**config.mk**
```make
export PLATFORM = sky130hd
export DESIGN_NAME = conv_accum_requant
export DESIGN_NICKNAME = d
export VERILOG_FILES = /design/src/rtl/conv_accum_requant.sv
export SDC_FILE = /design/constraint.sdc
export NUM_CORES = 2
export LEC_CHECK = 0
export BUFFER_PORTS_ARGS = -buffer_cell sky130_fd_sc_hd__buf_4
export CORE_AREA = 2 2 265 267
export DETAILED_ROUTE_END_ITERATION = 6
export DIE_AREA = 0 0 267 269
export GPL_TIMING_DRIVEN = 0
export PLACE_DENSITY = 0.73
export SETUP_SLACK_MARGIN = 0.1
export SLEW_MARGIN = 25
export SYNTH_ARGS = -nofsm -noshare
export SYNTH_HDL_FRONTEND = slang
export SYNTH_SLANG_ARGS = --single-unit
export TNS_END_PERCENT = 20
```
**constraint.sdc**
```tcl
create_clock -name clk -period 6.4 [get_ports clk]
set_input_delay 0 -clock clk [delete_from_list [all_inputs] [get_ports clk]]
set_output_delay 0 -clock clk [all_outputs]
set_load 0.03 [all_outputs]
```
**src/rtl/conv_accum_requant.sv**
```systemverilog
// Per-lane conv back end: accumulates NUM_GROUPS partial sums per output pixel, adds bias,
// requantizes (scale, rounding shift), optional ReLU, and saturates to a signed activation.
module conv_accum_requant #(
  parameter int IN_WIDTH    = 21,
  parameter int ACC_WIDTH   = 32,
  parameter int NUM_GROUPS  = 4,
  parameter int BIAS_WIDTH  = 32,
  parameter int SCALE_WIDTH = 16,
  parameter int SHIFT_WIDTH = 5,
  parameter int OUT_WIDTH   = 8,
  parameter int RELU        = 1
) (
  input  logic                          clk,
  input  logic                          rst_n,
  input  logic signed [IN_WIDTH-1:0]    i_data,
  input  logic                          i_valid,
  input  logic signed [BIAS_WIDTH-1:0]  i_bias,
  input  logic        [SCALE_WIDTH-1:0] i_scale,
  input  logic        [SHIFT_WIDTH-1:0] i_shift,
  output logic signed [OUT_WIDTH-1:0]   o_data,
  output logic                          o_valid
);

  localparam int CNT_W  = (NUM_GROUPS > 1) ? $clog2(NUM_GROUPS) : 1;
  localparam int PROD_W = ACC_WIDTH + SCALE_WIDTH + 1;
  // One extra bit so adding the rounding constant can never wrap the product.
  localparam int RND_W  = PROD_W + 1;

  localparam logic [CNT_W-1:0] LAST_BEAT = CNT_W'(NUM_GROUPS - 1);

  localparam logic signed [RND_W-1:0] SAT_MAX =
    {{(RND_W - OUT_WIDTH + 1){1'b0}}, {(OUT_WIDTH - 1){1'b1}}};
  localparam logic signed [RND_W-1:0] SAT_MIN =
    {{(RND_W - OUT_WIDTH + 1){1'b1}}, {(OUT_WIDTH - 1){1'b0}}};
  localparam logic signed [OUT_WIDTH-1:0] OUT_MAX = {1'b0, {(OUT_WIDTH - 1){1'b1}}};
  localparam logic signed [OUT_WIDTH-1:0] OUT_MIN = {1'b1, {(OUT_WIDTH - 1){1'b0}}};

  // Stage 0 state
  logic        [CNT_W-1:0]       r_count;
  logic signed [ACC_WIDTH-1:0]   r_acc;
  // Stage 1 state
  logic signed [ACC_WIDTH-1:0]   r_s1;
  logic        [SCALE_WIDTH-1:0] r_scale1;
  logic        [SHIFT_WIDTH-1:0] r_shift1;
  logic                          r_v1;
  // Stage 2 state
  logic signed [PROD_W-1:0]      r_prod;
  logic        [SHIFT_WIDTH-1:0] r_shift2;
  logic                          r_v2;
  // Output registers
  logic signed [OUT_WIDTH-1:0]   r_out;
  logic                          r_out_valid;

  logic signed [ACC_WIDTH-1:0]   w_data_ext;
  logic signed [ACC_WIDTH-1:0]   w_bias_ext;
  logic signed [ACC_WIDTH-1:0]   w_acc_sum;
  logic                          w_last;
  logic        [RND_W-1:0]       w_half;
  logic signed [RND_W-1:0]       w_rounded;
  logic signed [RND_W-1:0]       w_shifted;
  logic signed [RND_W-1:0]       w_relu;
  logic signed [OUT_WIDTH-1:0]   w_sat;

  assign w_data_ext = ACC_WIDTH'(i_data);
  assign w_bias_ext = ACC_WIDTH'(i_bias);
  assign w_acc_sum  = r_acc + w_data_ext;
  assign w_last     = (r_count == LAST_BEAT);

  // Stage 0: accumulate one group; idle cycles leave count and accumulator untouched.
  always_ff @(posedge clk or negedge rst_n) begin
    if (!rst_n) begin
      r_count  <= '0;
      r_acc    <= '0;
      r_s1     <= '0;
      r_scale1 <= '0;
      r_shift1 <= '0;
      r_v1     <= 1'b0;
    end else begin
      r_v1 <= 1'b0;
      if (i_valid) begin
        if (w_last) begin
          r_s1     <= w_acc_sum + w_bias_ext;
          r_scale1 <= i_scale;
          r_shift1 <= i_shift;
          r_acc    <= '0;
          r_count  <= '0;
          r_v1     <= 1'b1;
        end else begin
          r_acc   <= w_acc_sum;
          r_count <= r_count + CNT_W'(1);
        end
      end
    end
  end

  // Stage 1: signed sum times zero-extended unsigned scale.
  always_ff @(posedge clk or negedge rst_n) begin
    if (!rst_n) begin
      r_prod   <= '0;
      r_shift2 <= '0;
      r_v2     <= 1'b0;
    end else begin
      r_prod   <= PROD_W'(r_s1) * PROD_W'($signed({1'b0, r_scale1}));
      r_shift2 <= r_shift1;
      r_v2     <= r_v1;
    end
  end

  // Stage 2: round half toward +inf; a zero shift yields a zero rounding constant.
  always_comb begin
    w_half    = (RND_W'(1) << r_shift2) >> 1;
    w_rounded = RND_W'(r_prod) + $signed(w_half);
    w_shifted = w_rounded >>> r_shift2;
    w_relu    = ((RELU != 0) && (w_shifted < 0)) ? '0 : w_shifted;
    if (w_relu > SAT_MAX) begin
      w_sat = OUT_MAX;
    end else if (w_relu < SAT_MIN) begin
      w_sat = OUT_MIN;
    end else begin
      w_sat = w_relu[OUT_WIDTH-1:0];
    end
  end

  always_ff @(posedge clk or negedge rst_n) begin
    if (!rst_n) begin
      r_out       <= '0;
      r_out_valid <= 1'b0;
    end else begin
      r_out_valid <= r_v2;
      if (r_v2) begin
        r_out <= w_sat;
      end
    end
  end

  assign o_data  = r_out;
  assign o_valid = r_out_valid;

endmodule

```
## Word-level counts from Yosys, hierarchy flattened

Cells that the tools add are included.

- Register bits after elaboration: 152
- Input port bits: 77
- Output and inout port bits: 9

- Add/subtract/negate cells: 4
- Multiply operators: 1
- $lt $le $gt $ge: 3
- Equal/unequal tests: 1
- Shift operators: 2
- Mux-type cells: 7
- Reductions and logical operators: 1

Operators with widths:

| kind | number |
|---|---|
| adder 49 x 50 -> 50 bit | 1 |
| > comparator 50 x 8 -> 1 bit (second input constant) | 1 |
| < comparator 50 x 1 -> 1 bit (second input constant) | 1 |
| < comparator 50 x 8 -> 1 bit (second input constant) | 1 |
| two-way mux 50 bit | 1 |
| << shifter 1 x 5 -> 50 bit (first input constant) | 1 |
| >>> shifter 50 x 5 -> 50 bit | 1 |
| multiplier 32 x 17 -> 49 bit | 1 |
| adder 32 x 21 -> 32 bit | 1 |
| adder 32 bit | 1 |
| two-way mux 32 bit | 1 |
| two-way mux 8 bit | 2 |
| adder 2 x 1 -> 2 bit (second input constant) | 1 |
| equality test 2 bit (second input constant) | 1 |
| two-way mux 1 bit | 2 |
| two-way mux 2 bit | 1 |
| AND reduction 2 bit | 1 |

## Logic depth before layout (Yosys ltp)

- Depth in word-level cells: 8
- Depth in mapped cells: 28
- Depth with buffers taken out: 27

## Worst setup path after synthesis

Ideal clock, no wire load.

- Kind: reg-to-reg
- Start point: register r_s1[13]
- End point: register r_prod[48]
- Library setup time: 0.125 ns
- Arrival: 6.775 ns
- Data required time: 6.275 ns
- Path slack: -0.500 ns
- Cell stages (with the launch flop): 28
- Buffers on the path: 1
- Path through: dfrtp_1 clkbuf_1 nand2_1 fa_1 inv_1 fa_1 inv_1 fa_1 inv_1 fa_1 inv_1 fa_1 inv_1 fa_1 ha_1 nand2_1 nor2_1 a221o_1 a21oi_1 o2111ai_1 nand2_1 or3_1 a311oi_1 a41oi_1 o311ai_0 a311o_1 a21oi_1 xnor2_1

- Word-level cells in the longest chain between the ends: 1

RTL lines:

| item | RTL line | source |
|---|---|---|
| start: declaration | 42 | `logic signed [ACC_WIDTH-1:0] r_s1;` |
| start signal: assignment | 82 | `r_s1 <= w_acc_sum + w_bias_ext;` |
| multiplier 32 x 17 -> 49 bit | 103 | `r_prod <= PROD_W'(r_s1) * PROD_W'($signed({1'b0, r_scale1}));` |
| end signal: assignment | 103 |  |
| end: declaration | 47 | `logic signed [PROD_W-1:0] r_prod;` |

Every way passes these cells.
A chain may end at the register's enable or synchronous reset.

## Final worst setup path

- Start point: register r_scale1[5]
- End point: register r_prod[47]

- Word-level cells in the longest chain between the ends: 1

RTL lines:

| item | RTL line | source |
|---|---|---|
| start: declaration | 43 | `logic [SCALE_WIDTH-1:0] r_scale1;` |
| start signal: assignment | 83 | `r_scale1 <= i_scale;` |
| multiplier 32 x 17 -> 49 bit | 103 |  |

Every way passes these cells.

==> results_tabular.tex <==
\begin{tabular}{lr}
\hline
Metric & Value \\
\hline
\multicolumn{2}{l}{\textbf{Final layout}} \\
Area of all placed cells without fillers & 35000 um2 \\
Area growth from synthesis to layout & 13.48\% \\
Count of nets after finishing & 4498 \\
Multi-input gate area & 24800 um2 \\
Share of layout cells above drive strength 1 & 0.1244 \\
Count of fill cells added during filler insertion & 6417 \\
Storage element area & 3840 um2 \\
Antenna diode count & 0 \\
\multicolumn{2}{l}{\textbf{Clock network}} \\
CTS Buf Count & 17 \\
TritonCTS clock tree & done \\
Clock transition at the registers of the reported paths & 70 ps \\
Count of clock tree sinks & 152 \\
H-tree Lvls & 4 \\
Clock root buffer & clkbuf\_16 \\
Clk Latency, worst-skew pair & 520 ps \\
Maximum root-to-sink buffer count & 2 \\
\multicolumn{2}{l}{\textbf{Yosys}} \\
Top cells by area in the synthesized netlist & fa\_1, dfrtp\_1, ha\_1, inv\_1, nand2\_1 \\
Number of synthesized register bits & 152 \\
Most used standard cells in the synthesized netlist & inv\_1, fa\_1, nand2\_1, and2\_1, ha\_1 \\
Synthesis warning total & 0 \\
Net count after synthesis & 4324 \\
Dominant cell type by area after synthesis & fa\_1 \\
Syn Inst Count & 3544 \\
Cell area after synthesis & 30840 um2 \\
Dominant cell by count in the synthesized netlist & inv\_1 \\
Flip-flop cell with the highest count after synthesis & dfrtp\_1 \\
Share of synthesized area occupied by flip-flops and latches & 0.1233 \\
Number of synthesized flops with an enable pin & 0 \\
Number of distinct library cells after synthesis & 92 \\
Yosys top cell area share & 0.3194 \\
Average footprint of a synthesized cell & 8.702 um2 \\
Async S/R FF share, synth & 1.000 \\
\multicolumn{2}{l}{\textbf{STA}} \\
Setup repair after global routing missed its margin & yes \\
Slew Viols, Final & 0 \\
Shortest clock period the worst path allows after layout & 7098 ps \\
Setup slack of the critical path after layout & -698.2 ps \\
Post-route fraction of the period consumed by the critical path & 1.109 \\
Actual slew at the worst max-slew pin & 1072 ps \\
Max Clock Skew & 19.67 ps \\
Timing-limited maximum frequency & 140.9 MHz \\
Worst rel slew slack & 0.2851 \\
Setup violations, final & 16 \\
Number of hold violations in the final report & 0 \\
\multicolumn{2}{l}{\textbf{Min path}} \\
Hold/Removal Path Class & in -> reg \\
\multicolumn{2}{l}{\textbf{Place}} \\
PortBufs & 85 \\
Worst slack after detailed placement & -2312 ps \\
Instance area after placement & 32890 um2 \\
Routability cong. & 0.9858 \\
DP Wirelength & 75000 um \\
\multicolumn{2}{l}{\textbf{GRT}} \\
First-pass GRT wire length & 144700 um \\
Pin count of the biggest net entering global routing & 80 \\
Total global routing track utilization & 0.2595 \\
Vias in the first global route & 26.63k \\
Initial antenna violation count & 0 \\
GR Overflow Total & 0 \\
\multicolumn{2}{l}{\textbf{Floorplanning}} \\
Overall die width & 267 um \\
Effective utilization at floorplan & 0.4450 \\
\# rows & 97 \\
Total I/O pin count & 86 \\
Core Area & 69300 um2 \\
Height of the die & 269 um \\
Die area & 71820 um2 \\
\multicolumn{2}{l}{\textbf{Route}} \\
Number of DRC markers after the initial detailed-route iteration & 2078 \\
Antenna-violating nets left & 0 \\
Number of remaining DRC errors & 2 \\
Detailed-route via count & 26.05k \\
Total wirelength of the detailed-routed design & 91150 um \\
Routed vias/inst & 5.577 \\
Total iterations of the first detailed-routing run & 7 \\
Detail-routed net length per standard cell & 19.52 um \\
\multicolumn{2}{l}{\textbf{Setup path}} \\
Critical path data required time & 6800 ps \\
Crit path launch type & flip-flop \\
Class of the most critical setup path & reg -> reg \\
Endpoint arrival time on the critical path & 7500 ps \\
Worst Setup End Kind & flip-flop \\
Max Fanout on Critical Path & 10 \\
\multicolumn{2}{l}{\textbf{Outcome}} \\
Violations in the final reports & DRC, setup timing \\
Run status & finished with violations \\
\multicolumn{2}{l}{\textbf{Flow run}} \\
Maximum Capacitance Violations & 0 \\
\hline
\end{tabular}
## logic make-up (layout without fill, tap and decap cells)
kind of cell | Yosys count | count (layout) | share of synthesized area
xor gates and xnor gates | 136 | 136 | 0.03863
muxes | 73 | 73 | 0.02808
AOI/OAI and AO/OA | 641 | 641 | 0.1411
and+or+nand+nor | 1120 | 1120 | 0.1758
buffers and inverters | 719 | 905 | 0.08808
DFF | 152 | 152 | 0.1233
adders and majority gates | 703 | 703 | 0.4050
## cell type report
class / instances / area share
multi-input cells: 2673 / 0.7085
flip-flops and latches: 152 / 0.1097
repair buffers: 160 / 0.03829
plain buffers: 156 / 0.03153
clock inverters: 14 / 0.006328
well taps: 940 / 0.03361
clock buffers: 17 / 0.01216
inverters: 558 / 0.05985
## metrics by stage
stage | TNS (ps) | instances | util | hold slack (ps)
global route | -9716 | 4670 | 0.5050 | 52.33
CTS | -9113 | 4659 | 0.4997 | 3.987
floorplan | -393.4 | 3544 | - | -295.6
finish | -6500 | 4670 | 0.5050 | 17.05
global placement | -33710 | 4569 | 0.4741 | 233.4
detailed placement | -34010 | 4570 | 0.4746 | 39.68
## state kept, by name, summed over array words and instances, names as in the netlist, 2 cells and up
signal	flops
r_prod	49
r_acc	32
r_s1	32
r_scale1	16
o_data	8
r_shift1	5
r_shift2	5
r_count	2
## what timing repair did
item	in CTS	in global routing
endpoints found under the setup margin	35	28
gates resized for setup	164	128
endpoints found under the hold margin	114	0
pin swaps	28	27
hold buffers	38	0
setup buffers	21	15
## cell usage in the layout (no fill, tap or decap), drive strengths merged, types with 42 or more instances in the layout
master / count
a21o: 49
xnor2: 89
inv: 559
clkbuf: 145
nor2: 151
a21oi: 154
xor2: 47
nor3: 48
and2: 220
nor2b: 45
nand2: 473
ha: 211
buf: 150
o21ai: 131
dfrtp: 152
fa: 492
a211oi: 42
## critical path, cell delays in order, from the launching register on
cell and delay (ps):
dfrtp_2 520, clkbuf_8 270, nand2_1 90, fa_1 540, inv_1 50, fa_1 480
inv_1 60, fa_1 490, fa_1 550, fa_1 510, inv_1 50, fa_1 480
ha_4 280, a21o_1 160, a21o_1 170, a21oi_1 150, nor2_1 80, or4_4 490
a31oi_4 240, o41ai_4 110, a41oi_2 230, a21oi_2 120, a211oi_2 320, nor2b_1 100
a221oi_2 240, xnor2_1 180
## routing by layer
layer | wire [um] | vias up | global-route usage
met4 | 4506 | 0 | 0.1266
met3 | 6516 | 243 | 0.04064
met2 | 42550 | 1062 | 0.4343
met5 | 0 | - | 0
li1 | - | 11940 | -
met1 | 37580 | 12800 | 0.3289
## worst paths after layout
kind	start	endpoint	slack [ps]	cells past startpoint
max	r_scale1[5]$_DFFE_PN0P_	r_prod[47]$_DFF_PN0_	-700	25
min	i_bias[26]	r_s1[26]$_DFFE_PN0P_	20	4
max reg2reg	r_scale1[5]$_DFFE_PN0P_	r_prod[47]$_DFF_PN0_	-700	25
min reg2reg	r_v1$_DFF_PN0_	r_v2$_DFF_PN0_	350	0
max in group asynchronous	rst_n	r_scale1[10]$_DFFE_PN0P_	5450	3
min in group asynchronous	rst_n	o_data[0]$_DFFE_PN0P_	40	2
Power is left out: the tool's default activity adds up to more than one toggle a clock period on the data nets, which glitch-free logic cannot reach.
